**src/rtl/mac_feeder_if.sv**
```systemverilog
`default_nettype none
// ============================================================================
//  Module   : mac_feeder_if
//  Purpose  : Operand-load, control and MAC-side bus of mac_feeder.
//  Revision : 1.0 - initial release
// ============================================================================
interface mac_feeder_if #(
    parameter int BW      = 4,
    parameter int PSUM_BW = 16
);
    logic                in_valid;
    logic                in_ready;
    logic [BW-1:0]       in_a;
    logic [BW-1:0]       in_b;
    logic                start;
    logic [3:0]          len;
    logic                busy;
    logic [4*BW-1:0]     mac_a;
    logic [4*BW-1:0]     mac_b;
    logic [PSUM_BW-1:0]  mac_c;
    logic [PSUM_BW-1:0]  mac_out;
    logic [PSUM_BW-1:0]  result;
    logic                result_valid;

    // master: the environment around the feeder (loader, controller, MAC)
    modport master (
        output in_valid, in_a, in_b, start, len, mac_out,
        input  in_ready, busy, mac_a, mac_b, mac_c, result, result_valid
    );

    // slave: the feeder itself
    modport slave (
        input  in_valid, in_a, in_b, start, len, mac_out,
        output in_ready, busy, mac_a, mac_b, mac_c, result, result_valid
    );
endinterface
`default_nettype wire

```
**src/rtl/mac_feeder.sv**
```systemverilog
`default_nettype none
// ============================================================================
//  Module   : mac_feeder
//  Purpose  : Buffers act/weight pairs, issues 4-lane groups to mac_wrapper
//             and chains each group's psum into the next group.
//  Revision : 1.0 - initial release
// ============================================================================
module mac_feeder #(
    parameter int BW      = 4,
    parameter int PSUM_BW = 16,
    parameter int DEPTH   = 8,
    parameter int MAC_LAT = 2
) (
    input  wire logic      clk,
    input  wire logic      reset,
    mac_feeder_if.slave    bus
);
    localparam int c_ELEMS = 4 * DEPTH;
    localparam int c_IDX_W = (c_ELEMS > 1) ? $clog2(c_ELEMS) : 1;
    localparam int c_CNT_W = $clog2(c_ELEMS + 1);
    localparam int c_CYC_W = (MAC_LAT > 1) ? $clog2(MAC_LAT) : 1;

    typedef enum logic [0:0] {
        S_IDLE  = 1'b0,
        S_ISSUE = 1'b1
    } state_t;

    state_t               r_state;
    state_t               w_state_nxt;

    logic [BW-1:0]        r_buf_a [c_ELEMS];
    logic [BW-1:0]        r_buf_b [c_ELEMS];
    logic [c_CNT_W-1:0]   r_wr_cnt;
    logic [3:0]           r_grp;
    logic [3:0]           r_len;
    logic [c_CYC_W-1:0]   r_cyc;
    logic [4*BW-1:0]      r_mac_a;
    logic [4*BW-1:0]      r_mac_b;
    logic [PSUM_BW-1:0]   r_mac_c;
    logic [PSUM_BW-1:0]   r_result;
    logic                 r_result_valid;
    logic                 r_busy;

    logic                 w_in_ready;
    logic                 w_wr;
    logic                 w_start_ok;
    logic                 w_start_zero;
    logic                 w_cap;
    logic                 w_last;
    logic [3:0]           w_sel;
    logic [c_IDX_W-1:0]   w_idx;
    logic [4*BW-1:0]      w_pack_a;
    logic [4*BW-1:0]      w_pack_b;

    // The fill check uses wr_cnt before any write landing on the same edge.
    always_comb begin
        w_in_ready   = (r_state == S_IDLE) && (int'(r_wr_cnt) < c_ELEMS);
        w_wr         = bus.in_valid && w_in_ready;
        w_start_ok   = (r_state == S_IDLE) && bus.start && (bus.len != 4'd0) &&
                       (int'(bus.len) <= DEPTH) &&
                       (4 * int'(bus.len) <= int'(r_wr_cnt));
        w_start_zero = (r_state == S_IDLE) && bus.start && (bus.len == 4'd0);
        w_cap        = (r_state == S_ISSUE) && (r_cyc == c_CYC_W'(MAC_LAT - 1));
        w_last       = w_cap && (r_grp == r_len - 4'd1);
    end

    // Group 0 is packed on the start edge, group g+1 on every later capture.
    always_comb begin
        w_sel    = (r_state == S_IDLE) ? 4'd0 : r_grp + 4'd1;
        w_idx    = '0;
        w_pack_a = '0;
        w_pack_b = '0;
        for (int l = 0; l < 4; l++) begin
            w_idx = c_IDX_W'({w_sel, 2'b00}) + c_IDX_W'(l);
            w_pack_a[l*BW +: BW] = r_buf_a[w_idx];
            w_pack_b[l*BW +: BW] = r_buf_b[w_idx];
        end
    end

    always_comb begin
        w_state_nxt = r_state;
        case (r_state)
            S_IDLE:  if (w_start_ok) w_state_nxt = S_ISSUE;
            S_ISSUE: if (w_last)     w_state_nxt = S_IDLE;
            default: w_state_nxt = S_IDLE;
        endcase
    end

    always_ff @(posedge clk) begin
        if (!reset) r_state <= S_IDLE;
        else        r_state <= w_state_nxt;
    end

    always_ff @(posedge clk) begin
        if (w_wr) begin
            r_buf_a[c_IDX_W'(r_wr_cnt)] <= bus.in_a;
            r_buf_b[c_IDX_W'(r_wr_cnt)] <= bus.in_b;
        end
    end

    always_ff @(posedge clk) begin
        if (!reset) begin
            r_wr_cnt       <= '0;
            r_grp          <= '0;
            r_len          <= '0;
            r_cyc          <= '0;
            r_mac_a        <= '0;
            r_mac_b        <= '0;
            r_mac_c        <= '0;
            r_result       <= '0;
            r_result_valid <= 1'b0;
            r_busy         <= 1'b0;
        end else begin
            r_result_valid <= 1'b0;
            if (w_wr)
                r_wr_cnt <= r_wr_cnt + c_CNT_W'(1);
            if (w_start_zero) begin
                r_result       <= '0;
                r_result_valid <= 1'b1;
                r_wr_cnt       <= '0;
            end
            if (w_start_ok) begin
                r_mac_a <= w_pack_a;
                r_mac_b <= w_pack_b;
                r_mac_c <= '0;
                r_busy  <= 1'b1;
                r_grp   <= '0;
                r_cyc   <= '0;
                r_len   <= bus.len;
            end
            if (r_state == S_ISSUE) begin
                if (w_last) begin
                    r_result       <= bus.mac_out;
                    r_result_valid <= 1'b1;
                    r_busy         <= 1'b0;
                    r_wr_cnt       <= '0;
                end else if (w_cap) begin
                    r_mac_a <= w_pack_a;
                    r_mac_b <= w_pack_b;
                    r_mac_c <= bus.mac_out;
                    r_grp   <= r_grp + 4'd1;
                    r_cyc   <= '0;
                end else begin
                    r_cyc <= r_cyc + c_CYC_W'(1);
                end
            end
        end
    end

    assign bus.in_ready     = w_in_ready;
    assign bus.busy         = r_busy;
    assign bus.mac_a        = r_mac_a;
    assign bus.mac_b        = r_mac_b;
    assign bus.mac_c        = r_mac_c;
    assign bus.result       = r_result;
    assign bus.result_valid = r_result_valid;
endmodule
`default_nettype wire

```
**src/flat_wrapper.sv**
```systemverilog
// flat-port wrapper written by rule: the top's interface ports become plain ports
module mac_feeder_flat 
#(
    parameter int BW      = 4,
    parameter int PSUM_BW = 16,
    parameter int DEPTH   = 8,
    parameter int MAC_LAT = 2
)
  (clk, reset, bus_in_valid, bus_in_a, bus_in_b, bus_start, bus_len, bus_mac_out, bus_in_ready, bus_busy, bus_mac_a, bus_mac_b, bus_mac_c, bus_result, bus_result_valid);
  mac_feeder_if #(.BW(BW), .PSUM_BW(PSUM_BW)) bus_i ();
  input  wire logic clk;
  input  wire logic reset;
  input wire logic [$bits(bus_i.in_valid)-1:0] bus_in_valid;
  input wire logic [$bits(bus_i.in_a)-1:0] bus_in_a;
  input wire logic [$bits(bus_i.in_b)-1:0] bus_in_b;
  input wire logic [$bits(bus_i.start)-1:0] bus_start;
  input wire logic [$bits(bus_i.len)-1:0] bus_len;
  input wire logic [$bits(bus_i.mac_out)-1:0] bus_mac_out;
  output wire logic [$bits(bus_i.in_ready)-1:0] bus_in_ready;
  output wire logic [$bits(bus_i.busy)-1:0] bus_busy;
  output wire logic [$bits(bus_i.mac_a)-1:0] bus_mac_a;
  output wire logic [$bits(bus_i.mac_b)-1:0] bus_mac_b;
  output wire logic [$bits(bus_i.mac_c)-1:0] bus_mac_c;
  output wire logic [$bits(bus_i.result)-1:0] bus_result;
  output wire logic [$bits(bus_i.result_valid)-1:0] bus_result_valid;
  assign bus_i.in_valid = bus_in_valid;
  assign bus_i.in_a = bus_in_a;
  assign bus_i.in_b = bus_in_b;
  assign bus_i.start = bus_start;
  assign bus_i.len = bus_len;
  assign bus_i.mac_out = bus_mac_out;
  assign bus_in_ready = bus_i.in_ready;
  assign bus_busy = bus_i.busy;
  assign bus_mac_a = bus_i.mac_a;
  assign bus_mac_b = bus_i.mac_b;
  assign bus_mac_c = bus_i.mac_c;
  assign bus_result = bus_i.result;
  assign bus_result_valid = bus_i.result_valid;
  mac_feeder #(.BW(BW), .PSUM_BW(PSUM_BW), .DEPTH(DEPTH), .MAC_LAT(MAC_LAT)) u_core (.clk(clk), .reset(reset), .bus(bus_i));
endmodule
```
**config.mk**
```make
export PLATFORM = sky130hd
export DESIGN_NAME = mac_feeder_flat
export DESIGN_NICKNAME = d
export VERILOG_FILES = /design/src/rtl/mac_feeder_if.sv /design/src/rtl/mac_feeder.sv /design/src/flat_wrapper.sv
export SDC_FILE = /design/constraint.sdc
export NUM_CORES = 1
export LEC_CHECK = 0
export BUFFER_PORTS_ARGS = -buffer_cell sky130_fd_sc_hd__clkbuf_2
export CORE_MARGIN = 4
export CORE_UTILIZATION = 35
export CTS_BUF_LIST = sky130_fd_sc_hd__clkbuf_4 sky130_fd_sc_hd__clkbuf_8 sky130_fd_sc_hd__clkbuf_16
export CTS_CLUSTER_SIZE = 28
export DETAILED_ROUTE_END_ITERATION = 16
export MAX_ROUTING_LAYER = met4
export REMOVE_ABC_BUFFERS = 1
export SLEW_MARGIN = 15
export SYNTH_ARGS = -nofsm -noshare
export SYNTH_HDL_FRONTEND = slang
export SYNTH_SLANG_ARGS = --single-unit
```
**constraint.sdc**
```tcl
create_clock -name clk -period 6.7 [get_ports clk]
set_clock_uncertainty 0.1 [all_clocks]
set_input_delay 0.335 -clock clk [delete_from_list [all_inputs] [get_ports clk]]
set_output_delay 0.335 -clock clk [all_outputs]
set_load 0.03 [all_outputs]
```
==> qor.csv <==
stage,metric,value,unit
outcome,outcome,finished clean,
finish,Layout area overhead,17.6,%
clock_network,H-Tree Level Count,2,
floorplan,Die ar.,41800,um2
synth,fraction of registers with async set/reset,0,%
setup_path,CP max-delay cell,nand2_2,
sta,final setup fails,0,
floorplan,IO Count,99,
setup_path,Setup CP Type,flop to flop,
placement,PortBufs,98,
setup_path,max incr delay on CP,0.64,ns
finish,Final #Nets,1137,
clock_network,cts bufs inserted,37,
job,Max-cap violations,0,
setup_path,crit path max fanout,29,
floorplan,die height,204,um
route,Final ANT Viol Nets,0,
route,Initial DRC Count,715,
synth,"Seq/Total Area, Yosys",69.1,%
placement,Detail Placement HPWL,21.7,mm
synth,average cell area after synthesis,13.5,um2
global_route,gr usage total,17.6,%
sta,Final Max Tran Viols,0,
sta,Max Freq,0.283,GHz
global_route,first-pass GRT wire length,55.1,mm
clock_network,clock root buffer,clkbuf_16,
synth,Unique masters post-synth,50,
placement,Placer Congestion,0.816,
sta,period utilization,52.7,%
synth,Post-Syn Area,13500,um2
global_route,largest net degree at the start of global routing,66,
synth,"top cells by area, synth","edfxtp_1 57%, dfxtp_1 12%, mux2i_1 2.7%, nand2_1 1.9%, a211oi_2 1.7%",
clock_network,CTS tree,built,
sta,total negative setup slack,0,ns
power,peak supply drop,0.180,mV
route,DR pass1 iterations,7,
floorplan,Core Area,37800,um2
sta,Worst-Margin Slew,1.09,ns
synth,synthesis-stage register bit count,338,
power,leak pwr,5.41,nW
placement,pre-CTS WS,3.16,ns
setup_path,CP bufs+invs,2,
min_path,Hold Path Class,input pin to flop,
synth,Post-Synth XOR/XNOR Area,0.890,%
sta,Final WS setup,3.17,ns
synth,top cell type's share of synthesized area,56.9,%
setup_path,"delay-heaviest family, CP",simple AND/OR/NAND/NOR gates,
synth,combinational family with the most area after synthesis,compound AO/OA/AOI/OAI gates,
synth,multiplexer area fraction after synthesis,3.92,%
setup_path,Worst Path Arrival,3.82,ns
route,vias,8794,
power,Tot Pwr,0.00455,W
synth,adder-cell share of the synthesized area,0.927,%
global_route,number of global-route vias before repair,8903,
synth,most frequent cell after synthesis,edfxtp_1,
setup_path,crit start category,flop,
floorplan,Die Wd,204,um
clock_network,Clock transition at path regs,0.06,ns
floorplan,num rows,71,
finish,Antenna Cells,0,
sta,RSZ-0062 raised after global routing,false,
clock_network,CTS resizes,0,
setup_path,CP most frequent cell,and3_1,
route,DR DRC count,0,
synth,Post-synth top cells,"256 x edfxtp_1, 82 x dfxtp_1, 70 x nand2_1",
synth,Post-synth EDFFs,256,
clock_network,CTS Buffer Depth,3,
synth,Yosys warning count,0,
sta,Hold Fails Final Rpt,0,
route,via/cell ratio,5.38,
synth,Synth Area in Simple Gates,8.97,%
synth,Post-synth top flop,edfxtp_1,
setup_path,Critical Path Sink Type,flop,
clock_network,insertion delay to the later sink of the worst-skew pair,0.51,ns
power,Power Dens Cells,287,nW/um2
floorplan,Starting Density,35.7,%
route,Post-Route WL,36.1,mm
setup_path,CP required,6.99,ns
sta,Final Critical Period,3.53,ns
clock_network,clock sinks,338,
synth,Synth Area in Compound Gates,13.0,%
synth,Cells after Synth,1000,
finish,share of layout cells above drive strength 1,20.1,%
route,DR WL/cell,22.1,um
synth,Synth area leader,edfxtp_1,
sta,Slew Limit Headroom,27.4,%
global_route,antenna violations before repair,0,
setup_path,CP Cell Sequence,inv_1 > ha_1 > and3_1 > and3_1 > o211ai_1 > nand2_2 > buf_4 > a41o_1,
global_route,gr ovfl total,0,
==> layout by cell type, fill, tap and decap left out, drive strengths merged, types with 29 or more instances in the layout <==
| master | n |
|---|---|
| edfxtp | 256 |
| clkbuf | 153 |
| dfxtp | 82 |
| nand2 | 72 |
| nor2 | 50 |
| a211oi | 42 |
| nor3 | 41 |
| nand3 | 39 |
| o21ai | 38 |
| mux2i | 36 |
| a21oi | 34 |
| nor2b | 29 |
| o22ai | 29 |
==> registers in the layout, indices dropped and copies added, names as in the netlist, 4 cells and up <==
name / flops
u_core.bus.mac_b: 16
u_core.r_buf_a: 128
u_core.r_buf_b: 128
u_core.bus.mac_a: 16
u_core.bus.result: 16
u_core.r_wr_cnt: 6
u_core.r_len: 4
u_core.r_grp: 4
u_core.bus.mac_c: 16
==> final cells by class <==
type                       count  area, um2
inverter                      22       82.6
sequential                   338       9330
fill                        3487      22000
multi-input combinational    561       3770
clock buffer                  55       1120
clock inverter                12        111
tap                          511        639
timing repair buffer         135        816
==> worst min-delay path, cell delays in order <==
cell      delay [ns]
clkbuf_2        0.12
nand2_1         0.07
a21oi_1         0.06
==> logic make-up (layout without fill, tap and decap cells) <==
kind of cell | after synthesis | after routing
flops | 338 | 338
buf+inv | 101 | 224
xor+xnor | 12 | 12
compound gates | 235 | 235
fa+ha+maj | 10 | 10
mux | 50 | 50
simple gates | 254 | 254
==> repair_timing <==
item,CTS,global route
hold endpoints to repair,34,0
setup buffers,0,0
hold buffers,19,0
==> routing by layer <==
metal	global-route usage [%]	wire (um)
met5	-	0
met1	24.0	16200
met3	2.40	1800
met4	4.47	756
met2	28.0	17300
==> power breakdown <==
part	switching, W	total [W]	leakage, nW	internal, W
Combinational	0.000160	0.000230	1.82	0.0000694
Sequential	0.0000163	0.00229	2.97	0.00228
Clock	0.000790	0.00203	0.628	0.00124
==> through the flow <==
| stage | hold slack, ns | cell area, um2 | util [%] | std cells |
|---|---|---|---|---|
| CTS | 0.00988 | 15900 | 41.9 | 1634 |
| floorplan | 0.334 | 13100 | - | 921 |
| detailed placement | 0.351 | 14500 | 38.2 | 1548 |
| global route | 0.0444 | 15900 | 41.9 | 1634 |
| finish | 0.0318 | 15900 | 41.9 | 1634 |
| global placement | 0.348 | 14500 | 38.2 | 1548 |
==> path summary, 6_finish.rpt <==
kind | startpoint | end | slack (ns) | cells after the start
worst max-delay path | u_core.r_wr_cnt[4] | u_core.bus.mac_a[9] | 3.17 | 8
worst max register to register | u_core.r_wr_cnt[4] | u_core.bus.mac_a[9] | 3.17 | 8
worst min-delay path | bus_len[3] | u_core.r_len[3] | 0.03 | 3
worst min register to register | u_core.bus.mac_c[8] | u_core.bus.mac_c[8] | 0.35 | 2
Power figures use the tool's default switching activity.
